**config.mk**
```make
export PLATFORM = sky130hd
export DESIGN_NAME = instr_sequencer_flat
export DESIGN_NICKNAME = d
export VERILOG_FILES = /design/src/rtl/instr_sequencer_if.sv /design/src/rtl/instr_sequencer.sv /design/src/flat_wrapper.sv
export SDC_FILE = /design/constraint.sdc
export NUM_CORES = 1
export LEC_CHECK = 0
export ABC_AREA = 1
export BUFFER_PORTS_ARGS = -buffer_cell sky130_fd_sc_hd__clkbuf_2
export CAP_MARGIN = 30
export CORE_MARGIN = 10
export CORE_UTILIZATION = 40
export DETAILED_ROUTE_END_ITERATION = 7
export GPL_TIMING_DRIVEN = 0
export PLACE_DENSITY = 0.67
export SLEW_MARGIN = 20
export SYNTH_ARGS = -nofsm -noshare
export SYNTH_HDL_FRONTEND = slang
export SYNTH_SLANG_ARGS = --single-unit
```
**constraint.sdc**
```tcl
create_clock -name clk -period 1.75 [get_ports clk]
set_input_delay 0.525 -clock clk [delete_from_list [all_inputs] [get_ports clk]]
set_output_delay 0.525 -clock clk [all_outputs]
set_load 0.02 [all_outputs]
```
**src/rtl/instr_sequencer_if.sv**
```systemverilog
// Bus bundle between the instruction sequencer, its program ROM and the
// PlayBus level 1 controller.
// The sequencer uses the master modport. The ROM/controller side uses the slave modport.
interface instr_sequencer_if #(
  parameter int ADDR_W = 5,
  parameter int OPER_W = 5
);

  logic              run;
  logic [ADDR_W-1:0] rom_addr;
  logic [OPER_W+2:0] rom_data;
  logic [2:0]        func;
  logic [OPER_W-1:0] operand;
  logic              func_valid;
  logic              halted;

  modport master (
    input  run,
    input  rom_data,
    output rom_addr,
    output func,
    output operand,
    output func_valid,
    output halted
  );

  modport slave (
    output run,
    output rom_data,
    input  rom_addr,
    input  func,
    input  operand,
    input  func_valid,
    input  halted
  );

endinterface

```
**src/rtl/instr_sequencer.sv**
```systemverilog
// Fetch/issue stage for the PlayBus level 1 controller.
// The program ROM is synchronous, so every instruction takes a FETCH cycle
// (address out) and a LOAD cycle (word back, decoded).
// HALT and JMP are resolved in LOAD and never reach the controller.
// Every other opcode is issued for exactly one EXEC cycle.
// XFER_OP is followed by one GAP cycle so the controller's two-cycle transfer
// is not overrun.
// All controller-facing outputs come from flops loaded with the next-state
// values, so there is no combinational path from rom_data or run to them.
// rom_addr is the PC register itself.
// OPER_W must be at least ADDR_W: the JMP target is the low ADDR_W bits of
// the operand.
module instr_sequencer #(
  parameter int         ADDR_W  = 5,
  parameter int         OPER_W  = 5,
  parameter logic [2:0] HALT_OP = 3'd0,
  parameter logic [2:0] JMP_OP  = 3'd7,
  parameter logic [2:0] XFER_OP = 3'd5
) (
  input  logic              clk,
  input  logic              n_reset,
  instr_sequencer_if.master bus
);

  typedef enum logic [2:0] {
    S_IDLE   = 3'd0,
    S_FETCH  = 3'd1,
    S_LOAD   = 3'd2,
    S_EXEC   = 3'd3,
    S_GAP    = 3'd4,
    S_HALTED = 3'd5
  } state_e;

  state_e            state_q, state_d;
  logic [ADDR_W-1:0] pc_q, pc_d;
  // Opcode half of the instruction register.
  // The operand half lives in operand_q, which changes only on issue.
  logic [2:0]        ir_op_q, ir_op_d;
  logic [2:0]        func_q, func_d;
  logic [OPER_W-1:0] operand_q, operand_d;
  logic              func_valid_q, func_valid_d;
  logic              halted_q, halted_d;

  logic [2:0]        rom_op_s;
  logic [OPER_W-1:0] rom_opnd_s;
  logic [ADDR_W-1:0] pc_inc_s;
  logic [ADDR_W-1:0] jmp_tgt_s;
  state_e            resume_s;

  assign rom_op_s   = bus.rom_data[OPER_W+2:OPER_W];
  assign rom_opnd_s = bus.rom_data[OPER_W-1:0];
  // The PC wraps modulo 2**ADDR_W through natural overflow.
  assign pc_inc_s   = pc_q + ADDR_W'(1);
  // Operand bits above ADDR_W are ignored for jumps.
  assign jmp_tgt_s  = rom_opnd_s[ADDR_W-1:0];
  // At an instruction boundary, go on fetching only while run is high.
  assign resume_s   = bus.run ? S_FETCH : S_IDLE;

  // Registers for state, PC, IR, and the controller-facing outputs.
  always_ff @(posedge clk or negedge n_reset) begin
    if (!n_reset) begin
      state_q      <= S_IDLE;
      pc_q         <= '0;
      ir_op_q      <= 3'd0;
      func_q       <= 3'd0;
      operand_q    <= '0;
      func_valid_q <= 1'b0;
      halted_q     <= 1'b0;
    end else begin
      state_q      <= state_d;
      pc_q         <= pc_d;
      ir_op_q      <= ir_op_d;
      func_q       <= func_d;
      operand_q    <= operand_d;
      func_valid_q <= func_valid_d;
      halted_q     <= halted_d;
    end
  end

  // Next-state logic.
  // Output flops are loaded with the values that belong to the state being entered.
  always_comb begin
    state_d      = state_q;
    pc_d         = pc_q;
    ir_op_d      = ir_op_q;
    func_d       = 3'd0;
    operand_d    = operand_q;
    func_valid_d = 1'b0;

    case (state_q)
      S_IDLE: begin
        if (bus.run) begin
          state_d = S_FETCH;
        end else begin
          state_d = S_IDLE;
        end
      end

      S_FETCH: begin
        state_d = S_LOAD;
      end

      S_LOAD: begin
        ir_op_d = rom_op_s;
        if (rom_op_s == HALT_OP) begin
          pc_d    = pc_inc_s;
          state_d = S_HALTED;
        end else if (rom_op_s == JMP_OP) begin
          pc_d    = jmp_tgt_s;
          state_d = resume_s;
        end else begin
          // Issue: the EXEC cycle is the one that shows func_valid.
          state_d      = S_EXEC;
          func_d       = rom_op_s;
          operand_d    = rom_opnd_s;
          func_valid_d = 1'b1;
        end
      end

      S_EXEC: begin
        pc_d = pc_inc_s;
        if (ir_op_q == XFER_OP) begin
          state_d = S_GAP;
        end else begin
          state_d = resume_s;
        end
      end

      S_GAP: begin
        state_d = resume_s;
      end

      S_HALTED: begin
        if (bus.run) begin
          state_d = S_HALTED;
        end else begin
          state_d = S_IDLE;
        end
      end

      default: begin
        state_d = S_IDLE;
      end
    endcase

    halted_d = (state_d == S_HALTED);
  end

  assign bus.rom_addr   = pc_q;
  assign bus.func       = func_q;
  assign bus.operand    = operand_q;
  assign bus.func_valid = func_valid_q;
  assign bus.halted     = halted_q;

endmodule

```
**src/flat_wrapper.sv**
```systemverilog
// flat-port wrapper written by rule: the top's interface ports become plain ports
module instr_sequencer_flat 
#(
  parameter int         ADDR_W  = 5,
  parameter int         OPER_W  = 5,
  parameter logic [2:0] HALT_OP = 3'd0,
  parameter logic [2:0] JMP_OP  = 3'd7,
  parameter logic [2:0] XFER_OP = 3'd5
)
  (clk, n_reset, bus_run, bus_rom_data, bus_rom_addr, bus_func, bus_operand, bus_func_valid, bus_halted);
  instr_sequencer_if #(.ADDR_W(ADDR_W), .OPER_W(OPER_W)) bus_i ();
  input  logic clk;
  input  logic n_reset;
  input wire logic [$bits(bus_i.run)-1:0] bus_run;
  input wire logic [$bits(bus_i.rom_data)-1:0] bus_rom_data;
  output wire logic [$bits(bus_i.rom_addr)-1:0] bus_rom_addr;
  output wire logic [$bits(bus_i.func)-1:0] bus_func;
  output wire logic [$bits(bus_i.operand)-1:0] bus_operand;
  output wire logic [$bits(bus_i.func_valid)-1:0] bus_func_valid;
  output wire logic [$bits(bus_i.halted)-1:0] bus_halted;
  assign bus_i.run = bus_run;
  assign bus_i.rom_data = bus_rom_data;
  assign bus_rom_addr = bus_i.rom_addr;
  assign bus_func = bus_i.func;
  assign bus_operand = bus_i.operand;
  assign bus_func_valid = bus_i.func_valid;
  assign bus_halted = bus_i.halted;
  instr_sequencer #(.ADDR_W(ADDR_W), .OPER_W(OPER_W), .HALT_OP(HALT_OP), .JMP_OP(JMP_OP), .XFER_OP(XFER_OP)) u_core (.clk(clk), .n_reset(n_reset), .bus(bus_i));
endmodule
```
==> results of run 1 <==
-- power by group through the flow --
| stage | clock network, mW | logic, mW | registers [mW] |
|---|---|---|---|
| floorplan | 0 | 0.535 | 0.997 |
| finish | 0.225 | 0.932 | 0.856 |
| global placement | 0 | 0.937 | 0.857 |
| detailed placement | 0 | 0.953 | 0.866 |
| global route | 0.251 | 1.07 | 0.892 |
| CTS | 0.238 | 0.955 | 0.855 |
-- metal layers --
layer	vias to the layer above	routed length, um	part of all wire (%)
met2	24	974	45
met3	2	129	6.0
li1	460	-	-
met1	402	1030	48
met4	0	13	0.61
met5	-	0	0
-- through the flow --
step | hold slack (ns) | instances
final | 0.172 | 184
after global routing | 0.193 | 184
after CTS | 0.180 | 184
after detailed placement | 0.472 | 180
after global placement | 0.464 | 180
after floorplan | 0.229 | 125
-- cell families (layout without fill, tap and decap cells) --
logic type                 after synthesis  count (layout)  share of synthesized area, %
adders and majority gates                1               1                          1.20
AOI/OAI and AO/OA                       15              15                          7.45
xor gates and xnor gates                 1               1                         0.841
and+or+nand+nor                         70              70                          33.9
DFF                                     21              21                          50.5
buffers and inverters                   17              46                          6.13
-- registers in the layout, indices dropped and copies added, names as in the netlist --
name / count
u_core.bus.halted: 1
u_core.bus.operand: 5
u_core.bus.func: 3
u_core.bus.func_valid: 1
u_core.bus.rom_addr: 5
u_core.state_q: 3
u_core.ir_op_q: 3
-- cell usage after synthesis, drive strengths merged --
master / instances / area, um2
nand2: 45 / 199
o21ai: 12 / 60.1
inv: 17 / 63.8
ha: 1 / 12.5
nor2: 8 / 46.3
nand4: 4 / 25.0
nand3: 12 / 77.6
o21bai: 1 / 7.51
xnor2: 1 / 8.76
nor3: 1 / 5.00
a21oi: 2 / 10.0
dfrtp: 21 / 526
-- final cells by class --
| cell class | instances | area [um2] | area share [%] |
|---|---|---|---|
| timing repair buffer | 25 | 125 | 10.2 |
| sequential | 21 | 526 | 42.7 |
| inverter | 17 | 63.8 | 5.18 |
| multi-input combinational | 87 | 452 | 36.7 |
| tap | 30 | 37.5 | 3.05 |
| clock inverter | 1 | 5.00 | 0.407 |
| clock buffer | 3 | 22.5 | 1.83 |
-- cell usage in the layout (no fill, tap or decap), drive strengths merged --
cell type   n
nand2      45
ha          1
nor3        1
nor2        8
o21bai      1
o21ai      12
inv        17
dfrtp      21
a21oi       2
xnor2       1
nand3      12
clkbuf     28
nand4       4
clkinv      1
-- final timing paths --
check	start	endpoint	slack [ns]	depth (start not counted)
worst max-delay path	u_core.bus.rom_addr[2]	bus_rom_addr[2]	0.24	1
worst min-delay path	n_reset	u_core.ir_op_q[0]	0.17	1
worst max register to register	u_core.state_q[2]	u_core.bus.rom_addr[2]	0.47	7
worst min register to register	u_core.bus.operand[1]	u_core.bus.operand[1]	0.50	2
max in group asynchronous	n_reset	u_core.bus.rom_addr[1]	1.24	1
min in group clk	bus_rom_data[4]	u_core.bus.operand[4]	0.44	3
==> metrics.md, run 1 <==
| Metric | Value |
|---|---|
| Initial DRC Count | `37` |
| Worst Path Buf+Inv | `1` |
| Max transition margin | `around two thirds` |
| I/O Buffers | `25` |
| N_diodes | `0` |
| Worst-path fanout max | `7` |
| Final core occ | `49.7%` |
| Switching share of power | `between 40 and 50%` |
| Clk root buf | `clkbuf_4` |
| Number of fill cells | `~260` |
| Mapped Area | `0.00104 mm2` |
| Comb power frac | `~46%` |
| Max IR drop VDD | `slightly below 0.0008 V` |
| Clock power share | `11.2%` |
| Grt met1 use | `about 11%` |
| Vias/cell | `4.83` |
| CTS tree | `built` |
| Post-CTS setup buffers | `0` |
| Critical path launch point type | `register` |
| Post-Route Setup TNS | `0 ns` |
| Total Routing Usage GR | `roughly 9%` |
| Drt first pass iters | `4` |
| Hold crit path type | `input pin to asynchronous set/reset pin` |
| Die Span X | `between 70 and 80 um` |
| Setup slack at placement | `approximately 0.27 ns` |
| Hold_buf cts | `0` |
| Core ar. | `around 0.0025 mm2` |
| Synth unique cells | `18` |
| Max clock buf depth | `2` |
| Seq/Total Area, Yosys | `about half` |
| Boundary pin count | `26` |
| DP HPWL | `~1.7 mm` |
| Clk slew on worst S/H paths | `~0.11 ns` |
| Worst Path Required | `about 1.2 ns` |
| Final Net Count | `about 170` |
| Rows | `18` |
| Yosys Warn Count | `0` |
| Fmax | `about 660 MHz` |
| Status | `finished clean` |
| CTS sink cnt | `21` |
| Leak | `around 0.7 nW` |
| Via count | `about 890` |
| P_int | `between 1 and 1.5 mW` |
| Final Max Tran Viols | `0` |
| Area grow syn2layout | `18.3%` |
| Final Hold Viols | `0` |
| Final Wtd Congestion | `between 0.8 and 0.9` |
| Vias in the first global route | `887` |
| Detail Route Antenna Nets | `0` |
| Crit-path cells | `clkbuf_2` |
| Switching pwr | `slightly above 900 uW` |
| Post-CTS sizing | `0` |
| Slowest cell on the critical path | `dfrtp_1` |
| Unrepaired setup endpoints after global routing | `no` |
| Starting density of the core | `a little over two fifths` |
| Reg power frac | `42.5%` |
| Share of cells above drive strength 1 | `between 20% and 30%` |
| Initial antenna violation count | `0` |
| CP delay by family, top | `flip-flops` |
| Register bit total from synthesis | `21` |
| Syn nets | `~140` |
| Critical path data arrival time | `0.98 ns` |
| Num CTS Buffers | `3` |
| Grt ovf | `0` |
| CP max stage delay | `between 0.4 and 0.5 ns` |
| Die Ht | `about 71 um` |
| Skew final | `between 0.003 and 0.004 ns` |
| DRC | `0` |
| Routing usage on met2 | `roughly 15%` |
| Largest net degree at the start of global routing | `22` |
| Setup Crit Path Kind | `register to output pin` |
| Least-Margin Pin Slew | `between 0.5 and 0.6 ns` |
| Clk_lat worst skew | `~0.30 ns` |
| Pwr dens | `about 1600 mW/mm2` |
| Maxcap violations | `0` |
| Final min period | `between 1.5 and 2 ns` |
| Crit share post-route | `between 80 and 90%` |
| Routed wire length | `2.15 mm` |
| Total power | `slightly above 2 mW` |
| Final setup fails | `0` |
| H-tree depth | `1` |
| Met3 Use GR | `slightly below 4%` |
| Mapped Cells | `~130` |
| GRT busiest layer | `met2` |
| DIE AREA | `~0.0050 mm2` |
| Setup ws final | `approximately 0.24 ns` |
| Setup crit end kind | `output pin` |
| DP Area | `between 0.001 and 0.0015 mm2` |
| Syn Area/Cell | `approximately 8.3 um2` |
| First-pass GRT wire length | `slightly below 4 mm` |
| Final instance area | `around 0.0012 mm2` |
| Avg WL per Cell | `about 12 um` |
(Power assumes the default switching activity.)
==> inputs of run 2 (changes only) <==
--- a/config.mk
+++ b/config.mk
@@ -12,7 +12,7 @@
 export CORE_UTILIZATION = 40
 export DETAILED_ROUTE_END_ITERATION = 7
 export GPL_TIMING_DRIVEN = 0
-export PLACE_DENSITY = 0.67
+export PLACE_DENSITY = 0.62
 export SLEW_MARGIN = 20
 export SYNTH_ARGS = -nofsm -noshare
 export SYNTH_HDL_FRONTEND = slang
==> run 2 against run 1 <==
  * Sequential power decreased by 0.7%
  * Die area unchanged
  * Via count did not move
  * Final cell count did not move
  * Sequential share of layout area barely moved
  * Clock power increased by 3%
  * Design area shrank 0.10%
  * Critical path type unchanged
  * Largest cell class unchanged
  * Largest power group unchanged
==> metrics.md, run 2 (synthesized netlist as in run 1, its figures left out) <==
| Metric | Value |
|---|---|
| Post-Route Setup TNS | `0 ns` |
| Max IR drop VDD | `between 0.001 and 0.0015 V` |
| DP HPWL | `1.71 mm` |
| Fmax | `between 600 and 700 MHz` |
| Number of fill cells | `242` |
| N_diodes | `0` |
| FF+latch area | `526 um2` |
| Die Span X | `between 70 and 80 um` |
| Setup crit end | `bus_rom_addr[2]` |
| Total power | `2.02 mW` |
| Critical path data arrival time | `slightly below 1 ns` |
| Clk_lat worst skew | `about 0.30 ns` |
| Routed wire length | `approximately 2.2 mm` |
| Critical Path Stages | `1` |
| CP max stage delay | `0.47 ns` |
| Unrepaired setup endpoints after global routing | `no` |
| Multi-input logic area | `between 400 and 500 um2` |
| Final setup fails | `0` |
| Starting density of the core | `a little over two fifths` |
| CP delay by family, top | `flip-flops` |
| Total Routing Usage GR | `8.89%` |
| DRC | `0` |
| Largest net degree at the start of global routing | `22` |
| Detail Route Antenna Nets | `0` |
| Setup Crit Path Kind | `register to output pin` |
| Worst R2R Start | `u_core.state_q[2]` |
| Maxcap violations | `0` |
| Worst-path fanout max | `7` |
| Worst Path Required | `1.22 ns` |
| Vias/cell | `about 4.8` |
| Final Hold Viols | `0` |
| Pwr dens | `1640 mW/mm2` |
| Post-CTS sizing | `0` |
| Met1 Wirelength | `slightly below 1 mm` |
| Grt ovf | `0` |
| Clk slew on worst S/H paths | `roughly 0.11 ns` |
| Area grow syn2layout | `18.1%` |
| Core ar. | `~0.0025 mm2` |
| First-pass GRT wire length | `3.82 mm` |
| Most frequent cells in the layout | `41 x nand2_1, 25 x clkbuf_2, 21 x dfrtp_1` |
| Via count | `888` |
| Initial DRC Count | `45` |
| RR Endpoint | `u_core.bus.rom_addr[2]` |
| Critical path launch point type | `register` |
| Status | `finished clean` |
| Final Wtd Congestion | `around 0.8` |
| Met3 routed WL | `between 150 and 200 um` |
| Num CTS Buffers | `3` |
| Hold_buf cts | `0` |
| R2R depth | `7` |
| Crit-path cells | `clkbuf_2` |
| Drt first pass iters | `4` |
| Hold crit path type | `input pin to asynchronous set/reset pin` |
| Least-Margin Pin Slew | `~0.52 ns` |
| CTS sink cnt | `21` |
| Rows | `18` |
| H-tree depth | `1` |
| I/O Buffers | `25` |
| Worst Setup SP | `u_core.bus.rom_addr[2]` |
| Setup crit end kind | `output pin` |
| Crit share post-route | `85.9%` |
| Post-CTS setup buffers | `0` |
| Boundary pin count | `26` |
| Max clock buf depth | `2` |
| Final Max Tran Viols | `0` |
| Final min period | `roughly 1.5 ns` |
| Reg2Reg Setup Slack | `approximately 0.48 ns` |
| Routed length on met2 | `roughly 960 um` |
| DIE AREA | `roughly 0.0050 mm2` |
| Vias in the first global route | `890` |
| CTS tree | `built` |
| Initial antenna violation count | `0` |
| Commonest non-fill, non-tap cell in the layout | `nand2_1` |
| Die Ht | `approximately 70 um` |
| Share of cells above drive strength 1 | `24.0%` |
| Final Net Count | `around 170` |
| Skew final | `~0.0016 ns` |
| Max transition margin | `approximately two thirds` |
| Avg WL per Cell | `around 12 um` |
| Clk root buf | `clkbuf_4` |
| Leak | `between 0.6 and 0.7 nW` |
| Slowest cell on the critical path | `dfrtp_1` |
| Top layer in use | `met4` |
| Worst Path Buf+Inv | `1` |
-- run 2: power breakdown --
group	total [mW]	switching [mW]	internal, mW
clock network	0.232	0.143	0.0887
logic	0.933	0.601	0.332
registers	0.850	0.178	0.671
-- run 2: worst register-to-register path: cells and delay by family, from the launching register on --
family | cells | cell delay [ns]
compound gates | 1 | 0.07
flops | 1 | 0.43
buf+inv | 1 | 0.17
simple gates | 5 | 0.54
-- run 2: stage by stage --
step	hold WS (ns)	setup slack, ns	util, %	std cells	instance area, um2
floorplan	0.229	0.541	-	125	1040
global placement	0.464	0.297	48.6	180	1200
detailed placement	0.473	0.293	48.6	180	1200
CTS	0.188	0.219	49.6	184	1230
global route	0.211	0.179	49.6	184	1230
finish	0.178	0.246	49.6	184	1230
-- run 2: worst min-delay path by stage --
stage                                         to  cells past startpoint
after CTS                  u_core.bus.operand[1]                      1
final                     u_core.bus.rom_addr[0]                      1
after global routing       u_core.bus.operand[2]                      1
after global placement     u_core.bus.operand[3]                      2
after floorplan               u_core.bus.func[0]                      0
after detailed placement   u_core.bus.operand[3]                      2
-- run 2: final cells by class --
class / count / area share, %
Clock buffer: 4 / 2.14
Inverter: 17 / 5.19
Multi-Input combinational cell: 87 / 36.7
Sequential cell: 21 / 42.7
Tap cell: 30 / 3.05
Timing Repair Buffer: 25 / 10.2
-- run 2: metal layers --
| layer | vias to the layer above | GRT usage [%] |
|---|---|---|
| li1 | 461 | - |
| met1 | 404 | 9.93 |
| met2 | 19 | 15.0 |
| met3 | 4 | 3.77 |
| met4 | 0 | 2.58 |
| met5 | - | 0 |
==> inputs of run 3 (changes only) <==
--- a/config.mk
+++ b/config.mk
@@ -5,14 +5,13 @@
 export SDC_FILE = /design/constraint.sdc
 export NUM_CORES = 1
 export LEC_CHECK = 0
-export ABC_AREA = 1
 export BUFFER_PORTS_ARGS = -buffer_cell sky130_fd_sc_hd__clkbuf_2
 export CAP_MARGIN = 30
 export CORE_MARGIN = 10
 export CORE_UTILIZATION = 40
 export DETAILED_ROUTE_END_ITERATION = 7
 export GPL_TIMING_DRIVEN = 0
-export PLACE_DENSITY = 0.62
+export PLACE_DENSITY = 0.73
 export SLEW_MARGIN = 20
 export SYNTH_ARGS = -nofsm -noshare
 export SYNTH_HDL_FRONTEND = slang
==> run 3 against run 2 <==
  * Non-clock buffer count up 1
  * Synthesized cell count is 37% lower
  * Via count fell by 17%
  * Critical path depth is 2 higher
  * Count of clock-buffer cells in the layout unchanged
  * Combinational power rose by 4.4%
  * Sequential cell count did not move
  * Critical endpoint is now u_core.bus.operand[2]
  * Sequential power is 0.8% higher
  * Highest routed layer is now met3
  * Clock power decreased by 4%
  * Worst hold slack gained 0.0066 ns
  * Design area decreased by 3.6%
==> metrics.md, run 3 <==
| Metric | Value |
|---|---|
| Maxcap violations | `0` |
| Grt ovf | `0` |
| Max transition margin | `65.3%` |
| Syn Area/Cell | `12.6 um2` |
| Drt first pass iters | `4` |
| Main synth FF type | `dfrtp_1` |
| Die Span X | `69.9 um` |
| Seq/Total Area, Yosys | `52.7%` |
| Via count | `741` |
| Boundary pin count | `26` |
| Mapped Area | `997 um2` |
| Rows | `18` |
| Setup ws final | `0.148 ns` |
| Post-CTS sizing | `0` |
| DRC | `0` |
| Synth top area share | `between 50 and 60%` |
| Skew final | `0.00335 ns` |
| Dominant cells by area after synthesis | `dfrtp_1 53%, mux2_2 9.0%, mux2i_1 5.0%, o21ai_0 3.5%, a31oi_4 2.1%` |
| Mapped Cells | `a little under 80` |
| Leak | `approximately 0.56 nW` |
| N_diodes | `0` |
| Critical path data arrival time | `~1.8 ns` |
| Syn nets | `91` |
| Die Ht | `about 70 um` |
| CTS tree | `built` |
| Area grow syn2layout | `18.9%` |
| Post-synth EDFFs | `0` |
| Fmax | `624 MHz` |
| Core ar. | `between 0.002 and 0.0025 mm2` |
| Pwr dens | `1730 mW/mm2` |
| I/O Buffers | `25` |
| Final Non-Filler Cells | `~140` |
| Critical path launch point type | `register` |
| Total Routing Usage GR | `8.31%` |
| Top-count cell post-synth | `dfrtp_1` |
| Starting density of the core | `41.0%` |
| Max IR drop VDD | `0.000881 V` |
| Hold_ws | `between 0.15 and 0.2 ns` |
| Unrepaired setup endpoints after global routing | `no` |
| Most frequent cells in the layout | `25 x clkbuf_2, 21 x dfrtp_1, 8 x mux2_2` |
| Detail Route Antenna Nets | `0` |
| H-tree depth | `1` |
| Number of placed instances, taps included | `134` |
| Initial antenna violation count | `0` |
| Setup Crit Path Kind | `register to register` |
| Status | `finished clean` |
| Hold crit path type | `input pin to asynchronous set/reset pin` |
| CTS sink cnt | `21` |
| Max clock buf depth | `2` |
| Yosys Warn Count | `0` |
| Final Net Count | `121` |
| Vias in the first global route | `740` |
| Worst-path fanout max | `8` |
| Post-Route Setup TNS | `0 ns` |
| Clk_lat worst skew | `around 0.29 ns` |
| Setup crit end kind | `register` |
| Final min period | `approximately 1.6 ns` |
| Final setup fails | `0` |
| Hold_buf cts | `0` |
| Total power | `just over 2 mW` |
| Synth top cells by count | `21 x dfrtp_1, 8 x mux2_2, 7 x o21ai_0` |
| Final core occ | `roughly 49%` |
| Setup slack at placement | `-0.0858 ns` |
| Vias/cell | `5.37` |
| Worst Path Required | `1.94 ns` |
| Final instance area | `roughly 0.0012 mm2` |
| DP HPWL | `1.59 mm` |
| Clk slew on worst S/H paths | `roughly 0.11 ns` |
| Crit share post-route | `between 90% and 100%` |
| Final Max Tran Viols | `0` |
| Post-synth ARST share | `100%` |
| DIE AREA | `0.00489 mm2` |
| Synth unique cells | `28` |
| Commonest non-fill, non-tap cell in the layout | `clkbuf_2` |
| DP Area | `between 0.001 and 0.0015 mm2` |
| Share of cells above drive strength 1 | `40.7%` |
| Num CTS Buffers | `3` |
| Final Wtd Congestion | `roughly 0.81` |
| Largest net degree at the start of global routing | `22` |
| Clk root buf | `clkbuf_4` |
| Routed wire length | `2.00 mm` |
| First-pass GRT wire length | `3.48 mm` |
| Post-CTS setup buffers | `0` |
| Final Hold Viols | `0` |
| Area leader, netlist | `dfrtp_1` |
| Least-Margin Pin Slew | `roughly 0.52 ns` |
| Register bit total from synthesis | `21` |
| Initial DRC Count | `49` |
| Avg WL per Cell | `about 15 um` |
run 3: power breakdown:
group          internal [mW]  total (mW)  switching [mW]
clock network         0.0886       0.222           0.133
logic                  0.422       0.974           0.552
registers              0.690       0.857           0.166
run 3: final timing paths:
check | startpoint | end | slack [ns] | cells after the start
setup / recovery | u_core.state_q[0] | u_core.bus.operand[2] | 0.15 | 3
hold / removal | n_reset | u_core.bus.operand[2] | 0.18 | 1
setup reg to reg | u_core.state_q[0] | u_core.bus.operand[2] | 0.15 | 3
hold reg to reg | u_core.ir_op_q[0] | u_core.ir_op_q[0] | 0.51 | 1
max in group asynchronous | n_reset | u_core.ir_op_q[1] | 1.22 | 1
min in group clk | bus_rom_data[1] | u_core.bus.operand[1] | 0.48 | 2
run 3: layout make-up:
cell class	instances	area (um2)
sequential	21	526
inverter	3	11.3
fill	241	1250
tap	30	37.5
multi-input combinational	54	449
timing repair buffer	25	125
buffer	1	11.3
clock buffer	4	26.3
run 3: worst max-delay path, stage by stage, from the launching register on:
cell	delay, ns
dfrtp_1	0.48
nor3b_4	0.40
nand3_2	0.28
mux2_2	0.35
run 3: per-layer routing:
metal	track usage, %	vias to the layer above	wire length, um
met4	2.41	0	0
met5	0	-	0
li1	-	355	-
met3	4.24	0	232
met1	9.71	358	852
met2	13.0	28	916
run 3: kinds of logic after synthesis:
logic type	Yosys count	synth area share (%)
simple gates	21	13.8
flops	21	52.7
compound gates	19	15.9
mux	13	14.1
buf+inv	4	2.26
fa+ha+maj	1	1.25
